File: config.mk
export PLATFORM = sky130hd
export DESIGN_NAME = v_lane_wb
export DESIGN_NICKNAME = d
export VERILOG_FILES = /design/src/rtl/v_lane_wb.sv
export SDC_FILE = /design/constraint.sdc
export NUM_CORES = 2
export LEC_CHECK = 0
export BUFFER_PORTS_ARGS = -buffer_cell sky130_fd_sc_hd__buf_2
export CAP_MARGIN = 20
export CORE_AREA = 10 10 446 448
export DETAILED_ROUTE_END_ITERATION = 7
export DIE_AREA = 0 0 456 458
export GPL_TIMING_DRIVEN = 0
export PLACE_DENSITY_LB_ADDON = 0.12
export SYNTH_ARGS = -nofsm -noshare
export SYNTH_HDL_FRONTEND = slang
export SYNTH_SLANG_ARGS = --single-unit
File: constraint.sdc
create_clock -name clk -period 32.9 [get_ports clk]
set_clock_uncertainty 0.1 [all_clocks]
set_input_delay 3.29 -clock clk [delete_from_list [all_inputs] [get_ports clk]]
set_output_delay 3.29 -clock clk [all_outputs]
set_load 0.01 [all_outputs]
File: src/rtl/v_lane_wb.sv
// v_lane_wb: writeback collector between the vector ALU/MUL lanes and the VRF.
// Two capture slots hold one result each and drain one chunk per accepted beat.
module v_lane_wb #(
  parameter int DATA_W  = 128,
  parameter int N_CHUNK = 4,
  parameter int VREG_W  = 5
) (
  input  logic              clk,
  input  logic              rst,
  input  logic              done_valu,
  input  logic              done_vmul,
  input  logic [DATA_W-1:0] result_valu_1,
  input  logic [DATA_W-1:0] result_valu_2,
  input  logic [DATA_W-1:0] result_valu_3,
  input  logic [DATA_W-1:0] result_valu_4,
  input  logic [DATA_W-1:0] result_vmul_1,
  input  logic [DATA_W-1:0] result_vmul_2,
  input  logic [DATA_W-1:0] result_vmul_3,
  input  logic [DATA_W-1:0] result_vmul_4,
  input  logic [VREG_W-1:0] vd_alu,
  input  logic [VREG_W-1:0] vd_mul,
  input  logic [2:0]        lmul,
  output logic              wb_valid,
  input  logic              wb_ready,
  output logic [VREG_W-1:0] wb_addr,
  output logic [DATA_W-1:0] wb_data,
  output logic              wb_done_alu,
  output logic              wb_done_mul,
  output logic              busy,
  output logic              err
);
  localparam int IDX_W = $clog2(N_CHUNK);

  typedef enum logic [1:0] {ST_IDLE = 2'd0, ST_WB_ALU = 2'd1, ST_WB_MUL = 2'd2} state_e;

  state_e              state_q, state_d;
  logic                done_valu_q, done_vmul_q;
  logic                alu_pend_q, alu_pend_d, mul_pend_q, mul_pend_d;
  logic [DATA_W-1:0]   alu_chunk_q [N_CHUNK];
  logic [DATA_W-1:0]   alu_chunk_d [N_CHUNK];
  logic [DATA_W-1:0]   mul_chunk_q [N_CHUNK];
  logic [DATA_W-1:0]   mul_chunk_d [N_CHUNK];
  logic [VREG_W-1:0]   alu_vd_q, alu_vd_d, mul_vd_q, mul_vd_d;
  logic [IDX_W-1:0]    alu_last_q, alu_last_d, mul_last_q, mul_last_d;
  logic [IDX_W-1:0]    idx_q, idx_d;
  logic                done_alu_q, done_alu_d, done_mul_q, done_mul_d;
  logic                err_q, err_d;

  logic                alu_rise_s, mul_rise_s, beat_s, alu_fin_s, mul_fin_s;
  logic                alu_cap_s, mul_cap_s, lmul_rsvd_s;
  logic [IDX_W-1:0]    lmul_last_s;
  logic [VREG_W-1:0]   wb_addr_s;
  logic [DATA_W-1:0]   wb_data_s;

  assign alu_rise_s = done_valu & ~done_valu_q;
  assign mul_rise_s = done_vmul & ~done_vmul_q;
  assign wb_valid   = (state_q != ST_IDLE);
  assign beat_s     = wb_valid & wb_ready;
  assign alu_fin_s  = beat_s & (state_q == ST_WB_ALU) & (idx_q == alu_last_q);
  assign mul_fin_s  = beat_s & (state_q == ST_WB_MUL) & (idx_q == mul_last_q);
  // A slot reloads when empty or when its final beat leaves in the same cycle.
  assign alu_cap_s  = alu_rise_s & (~alu_pend_q | alu_fin_s);
  assign mul_cap_s  = mul_rise_s & (~mul_pend_q | mul_fin_s);

  // Decode lmul into the index of the last chunk to write.
  always_comb begin
    lmul_last_s = {IDX_W{1'b0}};
    lmul_rsvd_s = 1'b0;
    case (lmul)
      3'd0:    lmul_last_s = IDX_W'(0);
      3'd1:    lmul_last_s = IDX_W'(1);
      3'd2:    lmul_last_s = IDX_W'(3);
      default: begin
        lmul_last_s = IDX_W'(0);
        lmul_rsvd_s = 1'b1;
      end
    endcase
  end

  // Capture slots, sticky error and done pulses.
  always_comb begin
    alu_chunk_d = alu_chunk_q;
    mul_chunk_d = mul_chunk_q;
    alu_vd_d    = alu_vd_q;
    mul_vd_d    = mul_vd_q;
    alu_last_d  = alu_last_q;
    mul_last_d  = mul_last_q;
    alu_pend_d  = alu_pend_q;
    mul_pend_d  = mul_pend_q;
    if (alu_cap_s) begin
      alu_chunk_d[0] = result_valu_1;
      alu_chunk_d[1] = result_valu_2;
      alu_chunk_d[2] = result_valu_3;
      alu_chunk_d[3] = result_valu_4;
      alu_vd_d       = vd_alu;
      alu_last_d     = lmul_last_s;
      alu_pend_d     = 1'b1;
    end else if (alu_fin_s) begin
      alu_pend_d = 1'b0;
    end else begin
      alu_pend_d = alu_pend_q;
    end
    if (mul_cap_s) begin
      mul_chunk_d[0] = result_vmul_1;
      mul_chunk_d[1] = result_vmul_2;
      mul_chunk_d[2] = result_vmul_3;
      mul_chunk_d[3] = result_vmul_4;
      mul_vd_d       = vd_mul;
      mul_last_d     = lmul_last_s;
      mul_pend_d     = 1'b1;
    end else if (mul_fin_s) begin
      mul_pend_d = 1'b0;
    end else begin
      mul_pend_d = mul_pend_q;
    end
    err_d = err_q | (alu_rise_s & ~alu_cap_s) | (mul_rise_s & ~mul_cap_s) |
            ((alu_rise_s | mul_rise_s) & lmul_rsvd_s);
    done_alu_d = alu_fin_s;
    done_mul_d = mul_fin_s;
  end

  // Drain FSM and chunk index; the last beat hands over to the other slot without a bubble.
  always_comb begin
    state_d = state_q;
    idx_d   = idx_q;
    case (state_q)
      ST_IDLE: begin
        if (alu_pend_q) begin
          state_d = ST_WB_ALU;
        end else if (mul_pend_q) begin
          state_d = ST_WB_MUL;
        end else begin
          state_d = ST_IDLE;
        end
      end
      ST_WB_ALU: begin
        if (alu_fin_s) begin
          state_d = mul_pend_q ? ST_WB_MUL : ST_IDLE;
        end else begin
          state_d = ST_WB_ALU;
        end
      end
      ST_WB_MUL: begin
        if (mul_fin_s) begin
          state_d = alu_pend_q ? ST_WB_ALU : ST_IDLE;
        end else begin
          state_d = ST_WB_MUL;
        end
      end
      default: state_d = ST_IDLE;
    endcase
    if (alu_fin_s | mul_fin_s) begin
      idx_d = {IDX_W{1'b0}};
    end else if (beat_s) begin
      idx_d = idx_q + IDX_W'(1);
    end else begin
      idx_d = idx_q;
    end
  end

  // Beat address/data from the slot being drained; zero when idle.
  always_comb begin
    wb_addr_s = {VREG_W{1'b0}};
    wb_data_s = {DATA_W{1'b0}};
    case (state_q)
      ST_WB_ALU: begin
        wb_addr_s = alu_vd_q + VREG_W'(idx_q);
        wb_data_s = alu_chunk_q[idx_q];
      end
      ST_WB_MUL: begin
        wb_addr_s = mul_vd_q + VREG_W'(idx_q);
        wb_data_s = mul_chunk_q[idx_q];
      end
      default: begin
        wb_addr_s = {VREG_W{1'b0}};
        wb_data_s = {DATA_W{1'b0}};
      end
    endcase
  end

  assign wb_addr     = wb_addr_s;
  assign wb_data     = wb_data_s;
  assign wb_done_alu = done_alu_q;
  assign wb_done_mul = done_mul_q;
  assign err         = err_q;
  assign busy        = alu_pend_q | mul_pend_q | (state_q != ST_IDLE);

  // State register; edge detectors reset to 1 so a level held through reset is ignored.
  always_ff @(posedge clk or posedge rst) begin
    if (rst) begin
      state_q     <= ST_IDLE;
      done_valu_q <= 1'b1;
      done_vmul_q <= 1'b1;
      alu_pend_q  <= 1'b0;
      mul_pend_q  <= 1'b0;
      for (int k = 0; k < N_CHUNK; k++) begin
        alu_chunk_q[k] <= {DATA_W{1'b0}};
        mul_chunk_q[k] <= {DATA_W{1'b0}};
      end
      alu_vd_q    <= {VREG_W{1'b0}};
      mul_vd_q    <= {VREG_W{1'b0}};
      alu_last_q  <= {IDX_W{1'b0}};
      mul_last_q  <= {IDX_W{1'b0}};
      idx_q       <= {IDX_W{1'b0}};
      done_alu_q  <= 1'b0;
      done_mul_q  <= 1'b0;
      err_q       <= 1'b0;
    end else begin
      state_q     <= state_d;
      done_valu_q <= done_valu;
      done_vmul_q <= done_vmul;
      alu_pend_q  <= alu_pend_d;
      mul_pend_q  <= mul_pend_d;
      alu_chunk_q <= alu_chunk_d;
      mul_chunk_q <= mul_chunk_d;
      alu_vd_q    <= alu_vd_d;
      mul_vd_q    <= mul_vd_d;
      alu_last_q  <= alu_last_d;
      mul_last_q  <= mul_last_d;
      idx_q       <= idx_d;
      done_alu_q  <= done_alu_d;
      done_mul_q  <= done_mul_d;
      err_q       <= err_d;
    end
  end
endmodule
==> impl_metrics.yaml <==
routing:
  ant_nets: 2
  vias: 33500
  drc_errors: 0
  via_per_inst: 4.80
  dr.pass1.iters: 5
  wl_per_cell_um: 34.7
  drt_iter0_drc: 1928
  routed_wirelength_mm: 242
synth:
  synth_area_um2: 47100
  avgSynthCellArea_um2: 16.3
  synth_seq_cells: 1049
  ys_types: 33
  synth_warnings: 0
  synth_nets: 3941
  ys_seq_area_frac: 0.557
  synthCells: 2892
floorplan:
  io_pins: 1180
  die_h_um: 458
  dieArea_um2: 209000
  start_util: 0.248
  die_x_um: 456
  num_rows: 160
  fp.coreArea_um2: 190000
global_routing:
  grt_pass1_vias: 35400
  gr-total-overflow: 0
  track_usage: 0.225
  grt_pass1_wl_mm: 323
  antenna_found_initial: 341
  grt_max_degree: 39
critical_path:
  worst_path_max_delay_cell: "clkbuf_2"
  r2r_start: "idx_q[0]"
  start_kind: "flip-flop"
  r2r_end: "mul_chunk_q[181]"
  cp-end-kind: "primary output"
  cp_num_buf_inv: 6
  crit_arrival_ps: 4800
  crit_required_ps: 29510
  worst_path_largest_cell_delay_ps: 840
  worstSetupStartpoint: "state_q[0]"
  path_delay_family: "buffers and inverters"
  crit_chain: "inv_1 > ha_1 > buf_2 > clkbuf_2 > buf_1 > buf_16 > a22oi_1 > nor2b_1 > buf_2"
  crit_path_frequent_cell: "buf_2"
  critPathKind: "flip-flop to primary output"
  ff2ff_setup_slack_ps: 29180
  crit_path_end: "wb_data[81]"
  worstPathMaxFanout: 12
  r2r_cells: 6
  cp.depth: 9
placed_design:
  port_buffers: 1179
  gp_congestion: 0.838
  dp_hpwl_mm: 191
power_and_ir_drop:
  p_leak_nw: 27.9
  peakVddDrop_mv: 0.0427
  p_per_area_nw_per_um2: 102
sta:
  post-route-min-period_ps: 8190
  rsz0062_at_grt: "false"
  setup_viol: 0
  relSlewSlack: 0.221
  final_hold_viol_count: 0
  slew_violations: 0
  min_period_over_period: 0.249
  tightest_slew_ps: 1170
  fmax_mhz: 122
  tns_ps: 0
cells_and_area:
  regArea_um2: 26300
  fin_nets: 5307
  n_fill_cell: 19100
  final_util: 0.327
  multi_input_area_um2: 19700
  drive_above_1_share: 0.662
  area_delta_synth_final_pct: 31.5
clock_network:
  cts_resized: 0
  cts.sinks: 1049
  cts_setup_buffers: 0
  cts_tree: "done"
  cts_hold_buffers: 0
  clk_path_buf_depth: 3
  insertion_delay_ps: 780
  root_buffer: "clkbuf_16"
  clkTransAtPathRegs_ps: 60
  cts_buffers: 136
  htreeDepth: 4
outcome:
  violations: "antenna violations"
  status: "complete, but fails checks"
min_path:
  hp-class: "flip-flop to flip-flop"
flow_run:
  drv_cap: 0
[synth_stat cells]
cell | number | area, um2
clkbuf_1 | 58 | 218
fa_1 | 1 | 20.0
and3_1 | 2 | 12.5
a41oi_2 | 2 | 32.5
inv_1 | 6 | 22.5
dfstp_2 | 2 | 52.6
nand3_1 | 1 | 5.00
nor2b_1 | 130 | 813
nand2b_1 | 3 | 18.8
nor3b_1 | 2 | 15.0
and2_1 | 3 | 18.8
mux2i_1 | 3 | 30.0
o21ai_0 | 8 | 40.0
o21a_1 | 1 | 7.51
a21bo_2 | 1 | 10.0
nand4_1 | 2 | 12.5
nor4bb_1 | 2 | 20.0
buf_2 | 96 | 480
buf_1 | 13 | 48.8
nand2_1 | 13 | 48.8
xnor2_1 | 6 | 52.6
nor2_1 | 3 | 11.3
a22oi_1 | 128 | 961
mux2_2 | 1036 | 11700
mux4_2 | 256 | 5770
ha_1 | 6 | 75.1
a311oi_1 | 1 | 8.76
xor2_1 | 2 | 17.5
a21oi_1 | 6 | 30.0
buf_4 | 49 | 368
or3_1 | 2 | 12.5
dfrtp_1 | 1047 | 26200
or3b_2 | 1 | 8.76
[where the power goes]
| group | switching [mW] | total, mW | internal (mW) |
|---|---|---|---|
| registers | 0.331 | 2.26 | 1.93 |
| logic | 1.22 | 2.54 | 1.32 |
| clock network | 0.628 | 1.53 | 0.906 |
| total | 2.18 | 6.33 | 4.15 |
[registers in the layout (all words and copies together) (netlist names), 2 cells and up]
register / flops
state_q: 2
mul_vd_q: 5
mul_last_q: 2
idx_q: 2
mul_chunk_q: 512
alu_last_q: 2
alu_chunk_q: 512
alu_vd_q: 5
[logic make-up after synthesis]
group                      Yosys count  synth area share
AOI/OAI and AO/OA                  147            0.0231
xor gates and xnor gates             8           0.00149
adders and majority gates            7           0.00202
buffers and inverters              222            0.0241
DFF                               1049             0.557
muxes                             1295             0.371
and+or+nand+nor                    164            0.0212
[worst min-delay path by stage]
stage | startpoint | cells after the start | slack [ps] | to
6_report | mul_chunk_q[166] | 1 | 400 | mul_chunk_q[166]
5_1_grt | alu_chunk_q[130] | 1 | 410 | alu_chunk_q[130]
3_3_place_gp | alu_chunk_q[199] | 1 | 380 | alu_chunk_q[199]
3_5_place_dp | mul_chunk_q[134] | 1 | 390 | mul_chunk_q[134]
2_1_floorplan | alu_last_q[0] | 2 | 370 | alu_last_q[0]
4_1_cts | mul_chunk_q[134] | 1 | 400 | mul_chunk_q[134]
[layout make-up]
class                           count  area share
Sequential cell                  1049       0.424
Multi-Input combinational cell   1621       0.318
Timing Repair Buffer             1228       0.111
Clock buffer                      207      0.0664
Tap cell                         2511      0.0507
Buffer                            216      0.0181
Clock inverter                     38     0.00743
Antenna cell                      100     0.00404
Inverter                            6    0.000424
[through the flow]
stage | instances | hold slack (ps) | worst slack (ps) | total power [mW] | area [um2]
after global placement | 6582 | 381 | 6440 | 4.82 | 56200
final | 6976 | 398 | 24710 | 6.33 | 61900
after global routing | 6929 | 405 | 24600 | 6.68 | 61800
after detailed placement | 6631 | 387 | 25420 | 4.86 | 57100
after floorplan | 2892 | 370 | 15050 | 3.82 | 47100
after CTS | 6876 | 400 | 24540 | 6.44 | 61700
[layer usage]
metal	GRT usage	vias up	part of all wire
li1	-	13700	-
met1	0.268	17500	0.40
met2	0.393	1379	0.50
met3	0.0606	718	0.061
met4	0.0750	116	0.043
met5	0	-	0.0031
[layout by cell type (no fill, tap or decap), types with 6 or more instances in the layout]
cell type,synthesis,routed
buf_1,13,13
dfrtp_1,1047,1047
clkinv_2,0,17
diode_2,0,100
clkinv_8,0,6
xnor2_1,6,6
buf_8,0,9
ha_1,6,6
o21ai_0,8,8
nor2b_1,130,130
mux2_2,1036,1036
buf_4,49,49
nand2_1,13,13
a21oi_1,6,6
buf_2,96,1275
a22oi_1,128,128
clkbuf_1,58,84
mux4_2,256,256
buf_12,0,36
clkbuf_16,0,139
clkbuf_8,0,38
Power figures use the tool's default switching activity.
